File: src/rtl/addsub_share_arbiter_if.sv
// Bundles the two request ports, the shared-adder hookup and the response buffer.
interface addsub_share_arbiter_if #(
  parameter int unsigned WIDTH = 16,
  parameter int unsigned CNT_W = 8
);
  logic             req0_valid;
  logic             req0_ready;
  logic [WIDTH-1:0] req0_a;
  logic [WIDTH-1:0] req0_b;
  logic             req0_sub;

  logic             req1_valid;
  logic             req1_ready;
  logic [WIDTH-1:0] req1_a;
  logic [WIDTH-1:0] req1_b;
  logic             req1_sub;

  logic [WIDTH-1:0] add_a;
  logic [WIDTH-1:0] add_b;
  logic             add_issub;
  logic             add_cin;
  logic [WIDTH-1:0] add_s;
  logic             add_cout;
  logic             add_ovfl;

  logic             rsp_valid;
  logic             rsp_ready;
  logic             rsp_id;
  logic [WIDTH-1:0] rsp_sum;
  logic             rsp_cout;
  logic             rsp_ovfl;
  logic             rsp_zero;

  logic [CNT_W-1:0] gnt_cnt0;
  logic [CNT_W-1:0] gnt_cnt1;

  // Arbiter side
  modport slave (
    input  req0_valid, req0_a, req0_b, req0_sub,
    input  req1_valid, req1_a, req1_b, req1_sub,
    input  add_s, add_cout, add_ovfl,
    input  rsp_ready,
    output req0_ready, req1_ready,
    output add_a, add_b, add_issub, add_cin,
    output rsp_valid, rsp_id, rsp_sum, rsp_cout, rsp_ovfl, rsp_zero,
    output gnt_cnt0, gnt_cnt1
  );

  // Requesters, shared adder and response consumer side
  modport master (
    output req0_valid, req0_a, req0_b, req0_sub,
    output req1_valid, req1_a, req1_b, req1_sub,
    output add_s, add_cout, add_ovfl,
    output rsp_ready,
    input  req0_ready, req1_ready,
    input  add_a, add_b, add_issub, add_cin,
    input  rsp_valid, rsp_id, rsp_sum, rsp_cout, rsp_ovfl, rsp_zero,
    input  gnt_cnt0, gnt_cnt1
  );
endinterface

File: src/rtl/addsub_share_arbiter.sv
// Round-robin share of one combinational add/sub unit between two requesters,
// with a single-entry registered response buffer and per-port grant counters.
module addsub_share_arbiter #(
  parameter int unsigned WIDTH = 16,
  parameter int unsigned CNT_W = 8
) (
  input logic                   clk,
  input logic                   rst,
  addsub_share_arbiter_if.slave bus
);

  typedef enum logic {
    RSP_EMPTY = 1'b0,
    RSP_FULL  = 1'b1
  } rsp_state_e;

  localparam logic [CNT_W-1:0] CNT_MAX = '1;

  rsp_state_e       state_q, state_d;
  logic             last_gnt_q, last_gnt_d;
  logic             id_q, id_d;
  logic [WIDTH-1:0] sum_q, sum_d;
  logic             cout_q, cout_d;
  logic             ovfl_q, ovfl_d;
  logic             zero_q, zero_d;
  logic [CNT_W-1:0] cnt0_q, cnt0_d;
  logic [CNT_W-1:0] cnt1_q, cnt1_d;

  logic slot_free;
  logic sel;
  logic accept;

  // Arbitration, handshake and shared-adder drive; port 0 wins when nothing contends
  always_comb begin
    slot_free = (state_q == RSP_EMPTY) || bus.rsp_ready;
    if (bus.req0_valid && bus.req1_valid) begin
      sel = ~last_gnt_q;
    end else begin
      sel = bus.req1_valid;
    end
    accept         = slot_free && (bus.req0_valid || bus.req1_valid);
    bus.req0_ready = slot_free && !(bus.req1_valid && sel);
    bus.req1_ready = slot_free && !(bus.req0_valid && !sel);

    bus.add_a     = '0;
    bus.add_b     = '0;
    bus.add_issub = 1'b0;
    bus.add_cin   = 1'b0;
    if (accept) begin
      bus.add_a     = sel ? bus.req1_a   : bus.req0_a;
      bus.add_b     = sel ? bus.req1_b   : bus.req0_b;
      bus.add_issub = sel ? bus.req1_sub : bus.req0_sub;
      bus.add_cin   = sel ? bus.req1_sub : bus.req0_sub;
    end
  end

  // Next state: capture on accept, drain when consumed, saturating grant counts
  always_comb begin
    state_d    = state_q;
    last_gnt_d = last_gnt_q;
    id_d       = id_q;
    sum_d      = sum_q;
    cout_d     = cout_q;
    ovfl_d     = ovfl_q;
    zero_d     = zero_q;
    cnt0_d     = cnt0_q;
    cnt1_d     = cnt1_q;
    if (accept) begin
      state_d    = RSP_FULL;
      last_gnt_d = sel;
      id_d       = sel;
      sum_d      = bus.add_s;
      cout_d     = bus.add_cout;
      ovfl_d     = bus.add_ovfl;
      zero_d     = (bus.add_s == '0);
      if (!sel && (cnt0_q != CNT_MAX)) begin
        cnt0_d = cnt0_q + CNT_W'(1);
      end
      if (sel && (cnt1_q != CNT_MAX)) begin
        cnt1_d = cnt1_q + CNT_W'(1);
      end
    end else if (bus.rsp_ready) begin
      state_d = RSP_EMPTY;
    end
  end

  // State register; reset discards any buffered result and favours port 0 next
  always_ff @(posedge clk or posedge rst) begin
    if (rst) begin
      state_q    <= RSP_EMPTY;
      last_gnt_q <= 1'b1;
      id_q       <= 1'b0;
      sum_q      <= '0;
      cout_q     <= 1'b0;
      ovfl_q     <= 1'b0;
      zero_q     <= 1'b0;
      cnt0_q     <= '0;
      cnt1_q     <= '0;
    end else begin
      state_q    <= state_d;
      last_gnt_q <= last_gnt_d;
      id_q       <= id_d;
      sum_q      <= sum_d;
      cout_q     <= cout_d;
      ovfl_q     <= ovfl_d;
      zero_q     <= zero_d;
      cnt0_q     <= cnt0_d;
      cnt1_q     <= cnt1_d;
    end
  end

  // Response buffer and counters drive the outputs straight from flops
  assign bus.rsp_valid = (state_q == RSP_FULL);
  assign bus.rsp_id    = id_q;
  assign bus.rsp_sum   = sum_q;
  assign bus.rsp_cout  = cout_q;
  assign bus.rsp_ovfl  = ovfl_q;
  assign bus.rsp_zero  = zero_q;
  assign bus.gnt_cnt0  = cnt0_q;
  assign bus.gnt_cnt1  = cnt1_q;

endmodule

File: src/flat_wrapper.sv
// flat-port wrapper written by rule: the top's interface ports become plain ports
module addsub_share_arbiter_flat 
#(
  parameter int unsigned WIDTH = 16,
  parameter int unsigned CNT_W = 8
)
  (clk, rst, bus_req0_valid, bus_req0_a, bus_req0_b, bus_req0_sub, bus_req1_valid, bus_req1_a, bus_req1_b, bus_req1_sub, bus_add_s, bus_add_cout, bus_add_ovfl, bus_rsp_ready, bus_req0_ready, bus_req1_ready, bus_add_a, bus_add_b, bus_add_issub, bus_add_cin, bus_rsp_valid, bus_rsp_id, bus_rsp_sum, bus_rsp_cout, bus_rsp_ovfl, bus_rsp_zero, bus_gnt_cnt0, bus_gnt_cnt1);
  addsub_share_arbiter_if #(.WIDTH(WIDTH), .CNT_W(CNT_W)) bus_i ();
  input logic clk;
  input logic rst;
  input wire logic [$bits(bus_i.req0_valid)-1:0] bus_req0_valid;
  input wire logic [$bits(bus_i.req0_a)-1:0] bus_req0_a;
  input wire logic [$bits(bus_i.req0_b)-1:0] bus_req0_b;
  input wire logic [$bits(bus_i.req0_sub)-1:0] bus_req0_sub;
  input wire logic [$bits(bus_i.req1_valid)-1:0] bus_req1_valid;
  input wire logic [$bits(bus_i.req1_a)-1:0] bus_req1_a;
  input wire logic [$bits(bus_i.req1_b)-1:0] bus_req1_b;
  input wire logic [$bits(bus_i.req1_sub)-1:0] bus_req1_sub;
  input wire logic [$bits(bus_i.add_s)-1:0] bus_add_s;
  input wire logic [$bits(bus_i.add_cout)-1:0] bus_add_cout;
  input wire logic [$bits(bus_i.add_ovfl)-1:0] bus_add_ovfl;
  input wire logic [$bits(bus_i.rsp_ready)-1:0] bus_rsp_ready;
  output wire logic [$bits(bus_i.req0_ready)-1:0] bus_req0_ready;
  output wire logic [$bits(bus_i.req1_ready)-1:0] bus_req1_ready;
  output wire logic [$bits(bus_i.add_a)-1:0] bus_add_a;
  output wire logic [$bits(bus_i.add_b)-1:0] bus_add_b;
  output wire logic [$bits(bus_i.add_issub)-1:0] bus_add_issub;
  output wire logic [$bits(bus_i.add_cin)-1:0] bus_add_cin;
  output wire logic [$bits(bus_i.rsp_valid)-1:0] bus_rsp_valid;
  output wire logic [$bits(bus_i.rsp_id)-1:0] bus_rsp_id;
  output wire logic [$bits(bus_i.rsp_sum)-1:0] bus_rsp_sum;
  output wire logic [$bits(bus_i.rsp_cout)-1:0] bus_rsp_cout;
  output wire logic [$bits(bus_i.rsp_ovfl)-1:0] bus_rsp_ovfl;
  output wire logic [$bits(bus_i.rsp_zero)-1:0] bus_rsp_zero;
  output wire logic [$bits(bus_i.gnt_cnt0)-1:0] bus_gnt_cnt0;
  output wire logic [$bits(bus_i.gnt_cnt1)-1:0] bus_gnt_cnt1;
  assign bus_i.req0_valid = bus_req0_valid;
  assign bus_i.req0_a = bus_req0_a;
  assign bus_i.req0_b = bus_req0_b;
  assign bus_i.req0_sub = bus_req0_sub;
  assign bus_i.req1_valid = bus_req1_valid;
  assign bus_i.req1_a = bus_req1_a;
  assign bus_i.req1_b = bus_req1_b;
  assign bus_i.req1_sub = bus_req1_sub;
  assign bus_i.add_s = bus_add_s;
  assign bus_i.add_cout = bus_add_cout;
  assign bus_i.add_ovfl = bus_add_ovfl;
  assign bus_i.rsp_ready = bus_rsp_ready;
  assign bus_req0_ready = bus_i.req0_ready;
  assign bus_req1_ready = bus_i.req1_ready;
  assign bus_add_a = bus_i.add_a;
  assign bus_add_b = bus_i.add_b;
  assign bus_add_issub = bus_i.add_issub;
  assign bus_add_cin = bus_i.add_cin;
  assign bus_rsp_valid = bus_i.rsp_valid;
  assign bus_rsp_id = bus_i.rsp_id;
  assign bus_rsp_sum = bus_i.rsp_sum;
  assign bus_rsp_cout = bus_i.rsp_cout;
  assign bus_rsp_ovfl = bus_i.rsp_ovfl;
  assign bus_rsp_zero = bus_i.rsp_zero;
  assign bus_gnt_cnt0 = bus_i.gnt_cnt0;
  assign bus_gnt_cnt1 = bus_i.gnt_cnt1;
  addsub_share_arbiter #(.WIDTH(WIDTH), .CNT_W(CNT_W)) u_core (.clk(clk), .rst(rst), .bus(bus_i));
endmodule
File: config.mk
export PLATFORM = sky130hd
export DESIGN_NAME = addsub_share_arbiter_flat
export DESIGN_NICKNAME = d
export VERILOG_FILES = /design/src/rtl/addsub_share_arbiter_if.sv /design/src/rtl/addsub_share_arbiter.sv /design/src/flat_wrapper.sv
export SDC_FILE = /design/constraint.sdc
export NUM_CORES = 1
export LEC_CHECK = 0
export BUFFER_PORTS_ARGS = -buffer_cell sky130_fd_sc_hd__buf_2
export CAP_MARGIN = 25
export CORE_MARGIN = 3
export CORE_UTILIZATION = 44
export CTS_CLUSTER_SIZE = 25
export DETAILED_ROUTE_END_ITERATION = 10
export PLACE_DENSITY = 0.9
export SLEW_MARGIN = 20
export SYNTH_ARGS = -nofsm -noshare
export SYNTH_HDL_FRONTEND = slang
export SYNTH_SLANG_ARGS = --single-unit
File: constraint.sdc
create_clock -name clk -period 2.9 [get_ports clk]
set_input_delay 0.145 -clock clk [delete_from_list [all_inputs] [get_ports clk]]
set_output_delay 0.145 -clock clk [all_outputs]
set_load 0.005 [all_outputs]
==> results of run 1 <==
routing by layer:
metal,up-vias,wire (um)
met1,1070,2357
met3,7,775
li1,1169,-
met5,-,0
met4,0,59
met2,128,3408
cells in the mapped netlist (all sizes together):
master	count	area [um2]
a21bo	1	10.01
a21boi	1	7.510
a21o	2	15.01
a21oi	36	180.2
a31oi	1	6.260
and2	1	6.260
and4	3	26.28
buf	11	70.07
clkbuf	3	11.26
dfrtp	37	925.9
dfstp	1	26.28
ha	2	25.02
inv	3	11.26
mux2	24	274.0
mux2i	2	20.02
nand2	72	270.3
nand2b	4	25.02
nand3	12	65.06
nand4	5	31.28
nor2	5	26.27
nor2b	1	8.760
nor3	3	31.28
nor3b	1	12.51
nor4	4	25.02
o21a	3	22.52
o21ai	4	23.77
or2b	1	7.510
or3	1	6.260
xnor2	3	26.28
xor2	1	8.760
cell usage in the layout (no fill, tap or decap), drive strengths merged, types with 3 or more instances in the layout:
cell and instances:
dfrtp 37, nor3 3, mux2 24, inv 3, nand2 72, nor2 5, o21a 3, nor4 4
nand4 5, and4 3, nand2b 4, buf 166, xnor2 3, clkbuf 6, nand3 12, o21ai 4
a21oi 36
final cells by class:
type / count / area (um2) / share of cell area
Inverter: 3 / 11.26 / 0.003502
Clock buffer: 6 / 82.58 / 0.02568
Multi-Input combinational cell: 193 / 1172 / 0.3646
Timing Repair Buffer: 167 / 853.3 / 0.2654
Sequential cell: 38 / 952.2 / 0.2961
Clock inverter: 2 / 60.06 / 0.01868
Tap cell: 67 / 83.83 / 0.02607
how the worst min path moves through the flow:
stage                              start                   end  slack (ns)  depth (start not counted)
after detailed placement             rst   u_core.bus.rsp_ovfl        0.29                          2
final                       bus_add_cout   u_core.bus.rsp_cout        0.09                          2
after CTS                   bus_add_cout   u_core.bus.rsp_cout        0.08                          2
after global routing        bus_add_ovfl   u_core.bus.rsp_ovfl        0.08                          2
after global placement               rst   u_core.bus.rsp_ovfl        0.28                          2
after floorplan           bus_req1_valid  u_core.bus.rsp_valid        0.26                          1
stage by stage:
stage,hold slack [ns],setup WS [ns]
2_1_floorplan,0.2552,1.354
3_3_place_gp,0.2815,1.159
3_5_place_dp,0.2853,1.120
4_1_cts,0.07994,0.8031
5_1_grt,0.08111,0.6360
6_report,0.08966,0.8026
kinds of logic (layout without fill, tap and decap cells):
logic type	after synthesis	in the layout
and+or+nand+nor	113	113
adders and majority gates	2	2
AOI/OAI and AO/OA	48	48
DFF	38	38
xor gates and xnor gates	4	4
buffers and inverters	17	178
muxes	26	26
power by group:
part	switching, mW	total (mW)	internal (mW)
clock network	0.183	0.550	0.367
logic	0.302	0.633	0.331
registers	0.140	0.802	0.662
total	0.625	1.98	1.36
worst max-delay path: stages, from the launching register on:
cell and delay, ns:
sky130_fd_sc_hd__dfstp_2 0.56, sky130_fd_sc_hd__a21bo_1 0.37, sky130_fd_sc_hd__buf_4 0.34, sky130_fd_sc_hd__nand2_1 0.08, sky130_fd_sc_hd__a21oi_1 0.17, sky130_fd_sc_hd__buf_2 0.14
repair_timing:
| item | 4_1_cts | 5_1_grt |
|---|---|---|
| hold endpoints to repair | 18 | 0 |
| hold buffers | 1 | 0 |
| resized for setup | 0 | 0 |
state kept, by name, indices dropped and copies added (netlist names):
register	flops
u_core.bus.gnt_cnt1	8
u_core.bus.rsp_id	1
u_core.bus.gnt_cnt0	8
u_core.bus.rsp_sum	16
u_core.bus.rsp_cout	1
u_core.last_gnt_q	1
u_core.bus.rsp_ovfl	1
u_core.bus.rsp_zero	1
u_core.bus.rsp_valid	1
==> impl_metrics.xml, run 1 <==
<?xml version="1.0" encoding="UTF-8"?>
<metrics>
  <group name="clock_tree">
    <metric name="tritoncts.num_buffers" unit="">5</metric>
    <metric name="tritoncts_clock_tree" unit="">done</metric>
    <metric name="clk_pin_slew" unit="ns">0.07</metric>
    <metric name="ctsHtreeMaxLevel" unit="">2</metric>
    <metric name="worst_skew_pair.late_latency" unit="ns">0.28</metric>
    <metric name="root_buffer_cell" unit="">sky130_fd_sc_hd__clkbuf_8</metric>
    <metric name="clock_buffer_depth" unit="">2</metric>
    <metric name="postCtsSetupBuffers" unit="">0</metric>
    <metric name="cts.sinks" unit="">38</metric>
  </group>
  <group name="logic_synthesis">
    <metric name="dominant_combinational_cell_family_by_area_after_synthesis" unit="">simple AND/OR/NAND/NOR gates</metric>
    <metric name="synth.mux.area_fraction" unit="">0.1333</metric>
    <metric name="synth.lib_cells_used.distinct" unit="">38</metric>
    <metric name="synth-seq-cells" unit="">38</metric>
    <metric name="synthesis.yosys.warnings" unit="">0</metric>
    <metric name="synthAdderAreaFrac" unit="">0.01134</metric>
    <metric name="mappedNetlistArea" unit="um2">2206</metric>
    <metric name="syn-mean-instance-area" unit="um2">8.895</metric>
    <metric name="yosys.area_share.simple" unit="">0.2456</metric>
    <metric name="synth.net_count" unit="">339</metric>
    <metric name="synth_sequential_area_ratio" unit="">0.4317</metric>
    <metric name="netlist_instances" unit="">248</metric>
    <metric name="synth_compound_gate_area_share" unit="">0.1202</metric>
    <metric name="synthXorXnorAreaFrac" unit="">0.01588</metric>
  </group>
  <group name="critical_path">
    <metric name="crit-reg2reg-launch" unit="">u_core.bus.rsp_valid</metric>
    <metric name="cp_data_required_time" unit="ns">2.76</metric>
    <metric name="reg2reg_setup_slack" unit="ns">1.24</metric>
    <metric name="worstSetupStartpoint" unit="">u_core.last_gnt_q</metric>
    <metric name="r2r_cells" unit="">4</metric>
    <metric name="timing_worst_setup_path_type" unit="">reg -&gt; out</metric>
    <metric name="end_kind" unit="">output pin</metric>
    <metric name="terminus_of_the_critical_flop_to_flop_path" unit="">u_core.bus.rsp_sum[1]</metric>
    <metric name="worstPathMaxFanout" unit="">27</metric>
    <metric name="type_of_element_launching_the_critical_path" unit="">flop</metric>
    <metric name="worst-endpoint-arrival" unit="ns">1.95</metric>
    <metric name="endpoint" unit="">bus_add_a[1]</metric>
  </group>
  <group name="place">
    <metric name="placed_cells_incl_taps" unit="">467</metric>
    <metric name="postPlaceCellArea" unit="um2">3063</metric>
    <metric name="buffer_ports.inserted" unit="">161</metric>
    <metric name="post-dp-hpwl" unit="mm">5.322</metric>
    <metric name="gp_congestion" unit="">0.8499</metric>
  </group>
  <group name="grt">
    <metric name="globalRouteMet3Util" unit="">0.07629</metric>
    <metric name="met2_track_utilization_from_global_routing" unit="">0.4242</metric>
    <metric name="groute.layer.met1.usage" unit="">0.2397</metric>
    <metric name="global_route_wire_length_before_repair" unit="mm">10.87</metric>
    <metric name="via_count_of_the_first_global_routing_pass" unit="">2415</metric>
    <metric name="gr-usage-all-layers" unit="">0.2254</metric>
    <metric name="total_gr_overflow" unit="">0</metric>
    <metric name="grt_busiest_layer" unit="">met2</metric>
    <metric name="grt_start_max_net_pins" unit="">35</metric>
    <metric name="antenna_found_initial" unit="">0</metric>
  </group>
  <group name="pwr">
    <metric name="design_power_total" unit="mW">1.985</metric>
    <metric name="power.static_leakage" unit="nW">1.692</metric>
    <metric name="vdd.ir_drop.worst" unit="mV">0.4445</metric>
    <metric name="pwr_density_cell" unit="nW/um2">617.3</metric>
  </group>
  <group name="layout">
    <metric name="finish.net_count" unit="">499</metric>
    <metric name="stdcell_count" unit="">476</metric>
    <metric name="drive_gt1_frac" unit="">0.5061</metric>
    <metric name="final_core_utilization" unit="">0.6719</metric>
    <metric name="diodes" unit="">0</metric>
    <metric name="design_area_final" unit="um2">3216</metric>
    <metric name="area.growth.synth_to_final" unit="%">45.77</metric>
    <metric name="filler_cell_count" unit="">379</metric>
  </group>
  <group name="timing">
    <metric name="unrepaired_setup_endpoints_after_global_routing" unit="">no</metric>
    <metric name="worst_pin_slew" unit="ns">0.6978</metric>
    <metric name="final-max-slew-violation-count" unit="">0</metric>
    <metric name="setup_total_negative_slack" unit="ns">0</metric>
    <metric name="setup_violations" unit="">0</metric>
    <metric name="timing_hold_violations_final" unit="">0</metric>
    <metric name="timing.final.crit_share" unit="">0.7232</metric>
    <metric name="finalCriticalPeriod" unit="ns">2.097</metric>
    <metric name="slew_headroom" unit="">0.5343</metric>
    <metric name="f_max" unit="GHz">0.4768</metric>
    <metric name="skew" unit="ns">0.004073</metric>
  </group>
  <group name="detailed_routing">
    <metric name="drt_drc_violations_left" unit="">0</metric>
    <metric name="via_total_after_detailed_routing" unit="">2374</metric>
    <metric name="routed_wire_length_per_instance" unit="um">13.87</metric>
    <metric name="first_pass_iters" unit="">4</metric>
    <metric name="drt_iter0_markers" unit="">74</metric>
    <metric name="postRouteWirelength" unit="mm">6.600</metric>
    <metric name="via_per_inst" unit="">4.987</metric>
    <metric name="postRouteAntennaNets" unit="">0</metric>
  </group>
  <group name="floorplanning">
    <metric name="rows" unit="">25</metric>
    <metric name="area_of_the_die" unit="um2">5899</metric>
    <metric name="floorplan.core_area" unit="um2">4786</metric>
    <metric name="initial_core_util" unit="">0.4609</metric>
    <metric name="die_height" unit="um">76.81</metric>
    <metric name="die_w" unit="um">76.81</metric>
    <metric name="num_io_pins" unit="">162</metric>
  </group>
  <group name="run_status">
    <metric name="result_of_the_run" unit="">finished, final reports clean</metric>
  </group>
  <group name="min_path">
    <metric name="hp-class" unit="">in -&gt; reg</metric>
  </group>
  <group name="run">
    <metric name="drv_cap" unit="">0</metric>
  </group>
</metrics>
Power figures use the tool's default switching activity.
==> run 2: changes to the inputs <==
- CORE_UTILIZATION: 44 -> 41
- PLACE_DENSITY: 0.9 -> 0.85
- clock period: 2.9 -> 2 ns (I/O delays scaled with it)
==> run 2 against run 1 <==
Against the previous run: sequential power is 47% higher; via count increased by 1.5%; worst hold slack worse by 0.037 ns; final cell count rose by 0.84%; die area is 6.7% higher; design area decreased by 1.2%; clock power is 3.6% lower; combinational power rose by 47%; worst setup slack worse by 0.58 ns.
==> impl_metrics.xml, run 2 (synthesis results as in run 1) <==
<?xml version="1.0" encoding="UTF-8"?>
<metrics>
  <group name="pwr">
    <metric name="p_clk_frac" unit="">0.201</metric>
    <metric name="power.switching" unit="mW">0.9156</metric>
    <metric name="share_comb_of_total_power" unit="">0.352</metric>
    <metric name="power.switching_fraction" unit="">0.3470</metric>
    <metric name="pwr_density_cell" unit="nW/um2">830.8</metric>
    <metric name="vdd.ir_drop.worst" unit="mV">0.5618</metric>
    <metric name="design_power_total" unit="mW">2.638</metric>
    <metric name="internal-power" unit="mW">1.723</metric>
    <metric name="power.static_leakage" unit="nW">1.674</metric>
    <metric name="power.share.sequential" unit="">0.447</metric>
  </group>
  <group name="timing">
    <metric name="f_max" unit="GHz">0.5613</metric>
    <metric name="finalCriticalPeriod" unit="ns">1.781</metric>
    <metric name="skew" unit="ns">0.004248</metric>
    <metric name="final-max-slew-violation-count" unit="">0</metric>
    <metric name="setup_violations" unit="">0</metric>
    <metric name="timing_hold_violations_final" unit="">0</metric>
    <metric name="unrepaired_setup_endpoints_after_global_routing" unit="">no</metric>
    <metric name="worst_pin_slew" unit="ns">0.7201</metric>
    <metric name="timing.final.crit_share" unit="">0.8907</metric>
    <metric name="slew_headroom" unit="">0.5181</metric>
    <metric name="setup_total_negative_slack" unit="ns">0</metric>
  </group>
  <group name="detailed_routing">
    <metric name="via_per_inst" unit="">5.019</metric>
    <metric name="routed_wire_length_per_instance" unit="um">13.66</metric>
    <metric name="via_total_after_detailed_routing" unit="">2409</metric>
    <metric name="drt_iter0_markers" unit="">54</metric>
    <metric name="first_pass_iters" unit="">4</metric>
    <metric name="postRouteWirelength" unit="mm">6.557</metric>
    <metric name="drt_drc_violations_left" unit="">0</metric>
    <metric name="postRouteAntennaNets" unit="">0</metric>
  </group>
  <group name="floorplanning">
    <metric name="die_w" unit="um">79.35</metric>
    <metric name="initial_core_util" unit="">0.4292</metric>
    <metric name="area_of_the_die" unit="um2">6296</metric>
    <metric name="num_io_pins" unit="">162</metric>
    <metric name="floorplan.core_area" unit="um2">5140</metric>
    <metric name="rows" unit="">26</metric>
    <metric name="die_height" unit="um">79.35</metric>
  </group>
  <group name="grt">
    <metric name="grt_start_max_net_pins" unit="">39</metric>
    <metric name="total_gr_overflow" unit="">0</metric>
    <metric name="via_count_of_the_first_global_routing_pass" unit="">2433</metric>
    <metric name="global_route_wire_length_before_repair" unit="mm">10.27</metric>
    <metric name="antenna_found_initial" unit="">0</metric>
    <metric name="gr-usage-all-layers" unit="">0.2020</metric>
  </group>
  <group name="clock_tree">
    <metric name="clock_buffer_depth" unit="">2</metric>
    <metric name="postCtsSetupBuffers" unit="">0</metric>
    <metric name="tritoncts_clock_tree" unit="">done</metric>
    <metric name="worst_skew_pair.late_latency" unit="ns">0.28</metric>
    <metric name="tritoncts.num_buffers" unit="">5</metric>
    <metric name="root_buffer_cell" unit="">sky130_fd_sc_hd__clkbuf_8</metric>
    <metric name="clk_pin_slew" unit="ns">0.07</metric>
    <metric name="post_cts.resized_instances" unit="">0</metric>
    <metric name="ctsHtreeMaxLevel" unit="">2</metric>
    <metric name="cts.sinks" unit="">38</metric>
  </group>
  <group name="critical_path">
    <metric name="terminus_of_the_critical_flop_to_flop_path" unit="">u_core.bus.gnt_cnt0[1]</metric>
    <metric name="reg2reg_setup_slack" unit="ns">0.34</metric>
    <metric name="timing_worst_setup_path_type" unit="">reg -&gt; out</metric>
    <metric name="path_cells" unit="">nand2b_1 &gt; o21ai_4 &gt; buf_4 &gt; a21oi_1 &gt; buf_2</metric>
    <metric name="worstSetupStartpoint" unit="">u_core.bus.rsp_valid</metric>
    <metric name="worst-path-stages" unit="">5</metric>
    <metric name="worstPathMaxFanout" unit="">24</metric>
    <metric name="cp_slowest_stage_delay" unit="ns">0.38</metric>
    <metric name="worst-endpoint-arrival" unit="ns">1.68</metric>
    <metric name="type_of_element_launching_the_critical_path" unit="">flop</metric>
    <metric name="r2r_cells" unit="">4</metric>
    <metric name="end_kind" unit="">output pin</metric>
    <metric name="critical_path_buf_inv_count" unit="">2</metric>
    <metric name="endpoint" unit="">bus_add_a[4]</metric>
    <metric name="crit-reg2reg-launch" unit="">u_core.bus.gnt_cnt0[0]</metric>
    <metric name="worst_path_dominant_cell_family" unit="">buffers and inverters</metric>
    <metric name="cp_data_required_time" unit="ns">1.90</metric>
    <metric name="worst_path_max_delay_cell" unit="">sky130_fd_sc_hd__buf_4</metric>
  </group>
  <group name="layout">
    <metric name="final_common_cell" unit="">sky130_fd_sc_hd__buf_2</metric>
    <metric name="layout.cells.most_common_list" unit="">sky130_fd_sc_hd__buf_2 (161), sky130_fd_sc_hd__nand2_1 (72), sky130_fd_sc_hd__dfrtp_1 (37), sky130_fd_sc_hd__a21oi_1 (36), sky130_fd_sc_hd__mux2_2 (23)</metric>
    <metric name="stdcell_count" unit="">480</metric>
    <metric name="area.growth.synth_to_final" unit="%">43.96</metric>
    <metric name="filler_cell_count" unit="">459</metric>
    <metric name="largest_register_ffs" unit="">16</metric>
    <metric name="drive_gt1_frac" unit="">0.5049</metric>
    <metric name="design_area_final" unit="um2">3176</metric>
    <metric name="multiInputGateArea" unit="um2">1172</metric>
    <metric name="diodes" unit="">0</metric>
    <metric name="finish.net_count" unit="">500</metric>
    <metric name="area.sequential" unit="um2">952.2</metric>
  </group>
  <group name="place">
    <metric name="gp_congestion" unit="">0.9527</metric>
    <metric name="buffer_ports.inserted" unit="">161</metric>
    <metric name="post-dp-hpwl" unit="mm">5.126</metric>
    <metric name="placed_cells_incl_taps" unit="">471</metric>
    <metric name="postPlaceCellArea" unit="um2">3074</metric>
  </group>
  <group name="min_path">
    <metric name="hp-class" unit="">in -&gt; reg</metric>
    <metric name="min-delay-start" unit="">bus_add_cout</metric>
  </group>
  <group name="run_status">
    <metric name="result_of_the_run" unit="">finished, final reports clean</metric>
  </group>
  <group name="run">
    <metric name="drv_cap" unit="">0</metric>
  </group>
</metrics>
==> run 2: changes by cell type in the layout (fill, tap and decap cells not counted) <==
| cell | change |
|---|---|
| sky130_fd_sc_hd__clkbuf_1 | +1 |
| sky130_fd_sc_hd__bufinv_16 | -2 |
| sky130_fd_sc_hd__buf_4 | +1 |
| sky130_fd_sc_hd__clkinv_2 | +1 |
==> run 2: power by group through the flow <==
stage / Clock, mW / Combinational [mW] / Sequential [mW]
after CTS: 0.546 / 0.945 / 1.18
after global placement: 0 / 0.893 / 1.18
after global routing: 0.584 / 1.05 / 1.21
final: 0.530 / 0.928 / 1.18
after detailed placement: 0 / 0.932 / 1.19
after floorplan: 0 / 0.480 / 1.17
==> run 2: worst min-delay path by stage <==
stage                        endpoint  cells past startpoint  slack (ns)
4_1_cts           u_core.bus.rsp_cout                      2        0.04
6_report          u_core.bus.rsp_cout                      2        0.05
5_1_grt         u_core.bus.rsp_sum[3]                      2        0.06
2_1_floorplan    u_core.bus.rsp_valid                      1        0.21
3_5_place_dp   u_core.bus.gnt_cnt1[4]                      3        0.24
3_3_place_gp   u_core.bus.gnt_cnt1[6]                      3        0.23
==> run 2: per-stage QoR <==
stage,hold WS [ns],worst slack [ns],util
2_1_floorplan,0.2102,0.4544,-
3_3_place_gp,0.2281,0.4216,0.5981
3_5_place_dp,0.2364,0.3575,0.5981
4_1_cts,0.04450,0.2220,0.6178
5_1_grt,0.05507,0.09685,0.6178
6_report,0.05304,0.2185,0.6178
==> run 2: metal layers <==
metal / up-vias / global-route usage / routed length (um)
met1: 1093 / 0.2114 / 2466
met2: 126 / 0.3822 / 3333
li1: 1176 / - / -
met5: - / 0 / 0
met4: 0 / 0.07560 / 98
met3: 14 / 0.05329 / 659
==> run 2: what timing repair did <==
item | CTS | global route
setup endpoints to repair | 0 | 0
hold buffers | 1 | 0
endpoints found under the hold margin | 37 | 0
==> run 2: cell type report <==
cell class	count	share of cell area
multi-input combinational	193	0.3692
sequential	38	0.2998
timing repair buffer	168	0.2711
tap	70	0.02758
clock buffer	7	0.02719
inverter	3	0.003546
clock inverter	1	0.001576
==> run 2: worst reg2reg max path: stages, from the launching register on <==
cell and delay [ns]:
sky130_fd_sc_hd__dfrtp_1 0.42, sky130_fd_sc_hd__ha_1 0.25, sky130_fd_sc_hd__and4_1 0.21, sky130_fd_sc_hd__a31oi_1 0.30, sky130_fd_sc_hd__mux2_2 0.37
==> run 3: changes to the inputs <==
- GPL_TIMING_DRIVEN: default -> 0
- clock period: 2 -> 1.68 ns (I/O delays scaled with it)
==> run 3 against run 2 <==
Against the previous run: the run now ends with negative setup slack left; sequential share of layout area down 3.9 points; largest cell class unchanged; register-to-register slack worse by 0.27 ns; sequential power up 19%; highest routed layer unchanged.
==> impl_metrics.xml, run 3 (synthesis results as in run 1) <==
<?xml version="1.0" encoding="UTF-8"?>
<metrics>
  <group name="floorplanning">
    <metric name="rows" unit="">26</metric>
    <metric name="num_io_pins" unit="">162</metric>
    <metric name="initial_core_util" unit="">0.4292</metric>
    <metric name="floorplan.core_area" unit="um2">5140</metric>
    <metric name="die_w" unit="um">79.35</metric>
    <metric name="die_height" unit="um">79.35</metric>
    <metric name="area_of_the_die" unit="um2">6296</metric>
  </group>
  <group name="layout">
    <metric name="drive_gt1_frac" unit="">0.6581</metric>
    <metric name="finish.net_count" unit="">517</metric>
    <metric name="diodes" unit="">0</metric>
    <metric name="largest_register_ffs" unit="">16</metric>
    <metric name="area.growth.synth_to_final" unit="%">65.63</metric>
    <metric name="final_core_utilization" unit="">0.7108</metric>
    <metric name="final_common_cell" unit="">sky130_fd_sc_hd__buf_2</metric>
    <metric name="stdcell_count" unit="">497</metric>
    <metric name="layout.cells.most_common_list" unit="">sky130_fd_sc_hd__buf_2 (161), sky130_fd_sc_hd__nand2_1 (45), sky130_fd_sc_hd__dfrtp_1 (37), sky130_fd_sc_hd__a21oi_2 (25), sky130_fd_sc_hd__mux2_2 (22)</metric>
  </group>
  <group name="clock_tree">
    <metric name="root_buffer_cell" unit="">sky130_fd_sc_hd__clkbuf_8</metric>
    <metric name="clock_buffer_depth" unit="">2</metric>
    <metric name="clk_pin_slew" unit="ns">0.07</metric>
    <metric name="ctsHtreeMaxLevel" unit="">2</metric>
    <metric name="cts.sinks" unit="">38</metric>
    <metric name="tritoncts.num_buffers" unit="">5</metric>
    <metric name="tritoncts_clock_tree" unit="">done</metric>
    <metric name="worst_skew_pair.late_latency" unit="ns">0.29</metric>
  </group>
  <group name="grt">
    <metric name="total_gr_overflow" unit="">0</metric>
    <metric name="global_route_wire_length_before_repair" unit="mm">10.62</metric>
    <metric name="gr-usage-all-layers" unit="">0.2096</metric>
    <metric name="antenna_found_initial" unit="">0</metric>
    <metric name="grt_start_max_net_pins" unit="">28</metric>
    <metric name="via_count_of_the_first_global_routing_pass" unit="">2332</metric>
  </group>
  <group name="critical_path">
    <metric name="terminus_of_the_critical_flop_to_flop_path" unit="">u_core.bus.gnt_cnt0[1]</metric>
    <metric name="r2r_cells" unit="">4</metric>
    <metric name="worstPathMaxFanout" unit="">5</metric>
    <metric name="worst_path_dominant_cell_family" unit="">flip-flops</metric>
    <metric name="end_kind" unit="">output pin</metric>
    <metric name="reg2reg_setup_slack" unit="ns">0.07</metric>
    <metric name="type_of_element_launching_the_critical_path" unit="">flop</metric>
    <metric name="timing_worst_setup_path_type" unit="">reg -&gt; out</metric>
    <metric name="cp_data_required_time" unit="ns">1.60</metric>
    <metric name="cp_slowest_stage_delay" unit="ns">0.59</metric>
    <metric name="worst-endpoint-arrival" unit="ns">1.64</metric>
    <metric name="worst_path_max_delay_cell" unit="">sky130_fd_sc_hd__dfstp_2</metric>
    <metric name="path_cells" unit="">a21bo_4 &gt; buf_8 &gt; clkbuf_16 &gt; nand2_1 &gt; a21oi_2 &gt; buf_2</metric>
    <metric name="critical_path_buf_inv_count" unit="">3</metric>
    <metric name="crit-reg2reg-launch" unit="">u_core.bus.gnt_cnt0[0]</metric>
  </group>
  <group name="min_path">
    <metric name="hold-path-cell-count" unit="">2</metric>
    <metric name="min_to" unit="">u_core.bus.rsp_ovfl</metric>
    <metric name="min-delay-start" unit="">bus_add_ovfl</metric>
    <metric name="hp-class" unit="">in -&gt; reg</metric>
  </group>
  <group name="place">
    <metric name="buffer_ports.inserted" unit="">160</metric>
    <metric name="gp_congestion" unit="">0.8492</metric>
    <metric name="post-dp-hpwl" unit="mm">5.252</metric>
    <metric name="placed_cells_incl_taps" unit="">479</metric>
  </group>
  <group name="pwr">
    <metric name="power.static_leakage" unit="nW">1.853</metric>
    <metric name="pwr_density_cell" unit="nW/um2">927.6</metric>
    <metric name="design_power_total" unit="mW">3.389</metric>
    <metric name="vdd.ir_drop.worst" unit="mV">0.8188</metric>
  </group>
  <group name="run">
    <metric name="drv_cap" unit="">0</metric>
  </group>
  <group name="timing">
    <metric name="timing_hold_violations_final" unit="">0</metric>
    <metric name="f_max" unit="GHz">0.5817</metric>
    <metric name="hold_ws" unit="ns">0.02516</metric>
    <metric name="finalCriticalPeriod" unit="ns">1.719</metric>
    <metric name="setup_violations" unit="">10</metric>
    <metric name="unrepaired_setup_endpoints_after_global_routing" unit="">yes</metric>
    <metric name="setup_total_negative_slack" unit="ns">-0.09381</metric>
    <metric name="pnr_worst_setup_slack" unit="ns">-0.03901</metric>
    <metric name="timing.final.crit_share" unit="">1.023</metric>
    <metric name="final-max-slew-violation-count" unit="">0</metric>
    <metric name="worst_pin_slew" unit="ns">0.5353</metric>
    <metric name="skew" unit="ns">0.003860</metric>
    <metric name="slew_headroom" unit="">0.6415</metric>
  </group>
  <group name="run_status">
    <metric name="result_of_the_run" unit="">complete, but fails checks</metric>
    <metric name="failed_checks" unit="">negative setup slack</metric>
  </group>
  <group name="detailed_routing">
    <metric name="postRouteAntennaNets" unit="">0</metric>
    <metric name="via_per_inst" unit="">5.064</metric>
    <metric name="routed_wire_length_per_instance" unit="um">14.83</metric>
    <metric name="drt_drc_violations_left" unit="">0</metric>
    <metric name="first_pass_iters" unit="">4</metric>
    <metric name="drt_iter0_markers" unit="">35</metric>
    <metric name="via_total_after_detailed_routing" unit="">2517</metric>
    <metric name="postRouteWirelength" unit="mm">7.369</metric>
  </group>
</metrics>
[run 3: changes by cell type in the layout (fill, tap and decap cells not counted), sizes merged]
cell,delta
buf,+11
clkbuf,+6
[run 3: how the worst max path moves through the flow]
stage | from | end | slack [ns] | depth (start not counted)
floorplan | u_core.bus.gnt_cnt0[0] | u_core.bus.gnt_cnt0[1] | 0.13 | 4
global placement | u_core.last_gnt_q | bus_add_a[1] | 0.009 | 5
detailed placement | u_core.last_gnt_q | bus_add_a[2] | -0.01 | 5
CTS | u_core.last_gnt_q | bus_add_a[5] | -0.05 | 6
global route | u_core.last_gnt_q | bus_add_b[9] | -0.12 | 6
finish | u_core.last_gnt_q | bus_add_b[9] | -0.04 | 6
[run 3: area by class of cell]
cell class	count	area, um2
multi-input cells	193	1440
plain buffers	13	142.6
flip-flops and latches	38	952.2
repair buffers	172	928.4
well taps	70	87.58
clock buffers	7	86.33
fillers	374	1486
clock inverters	1	5.005
inverters	3	11.26
[run 3: layer usage]
metal  global-route usage  vias to the layer above  share of wire
met5                    0                        -              0
met4              0.06014                        0          0.018
met3              0.06349                       12          0.085
met2               0.3931                      107           0.54
met1               0.2248                     1187           0.36
li1                     -                     1211              -
[run 3: repair_timing]
item,4_1_cts,5_1_grt
gates resized for setup,22,82
setup endpoints to repair,35,38
gates cloned,2,2
endpoints found under the hold margin,11,0
buffers inserted,2,4
pin swaps,7,52
hold buffers,1,0
[run 3: metrics by stage]
stage	area [um2]	setup slack, ns
2_1_floorplan	2206	0.1344
3_3_place_gp	3094	0.009259
3_5_place_dp	3114	-0.01185
4_1_cts	3336	-0.05349
5_1_grt	3654	-0.1245
6_report	3654	-0.03901
[run 3: report_power, final]
group | total (mW) | switching, mW | internal, mW
sequential | 1.41 | 0.272 | 1.14
combinational | 1.34 | 0.636 | 0.700
clock | 0.639 | 0.308 | 0.331
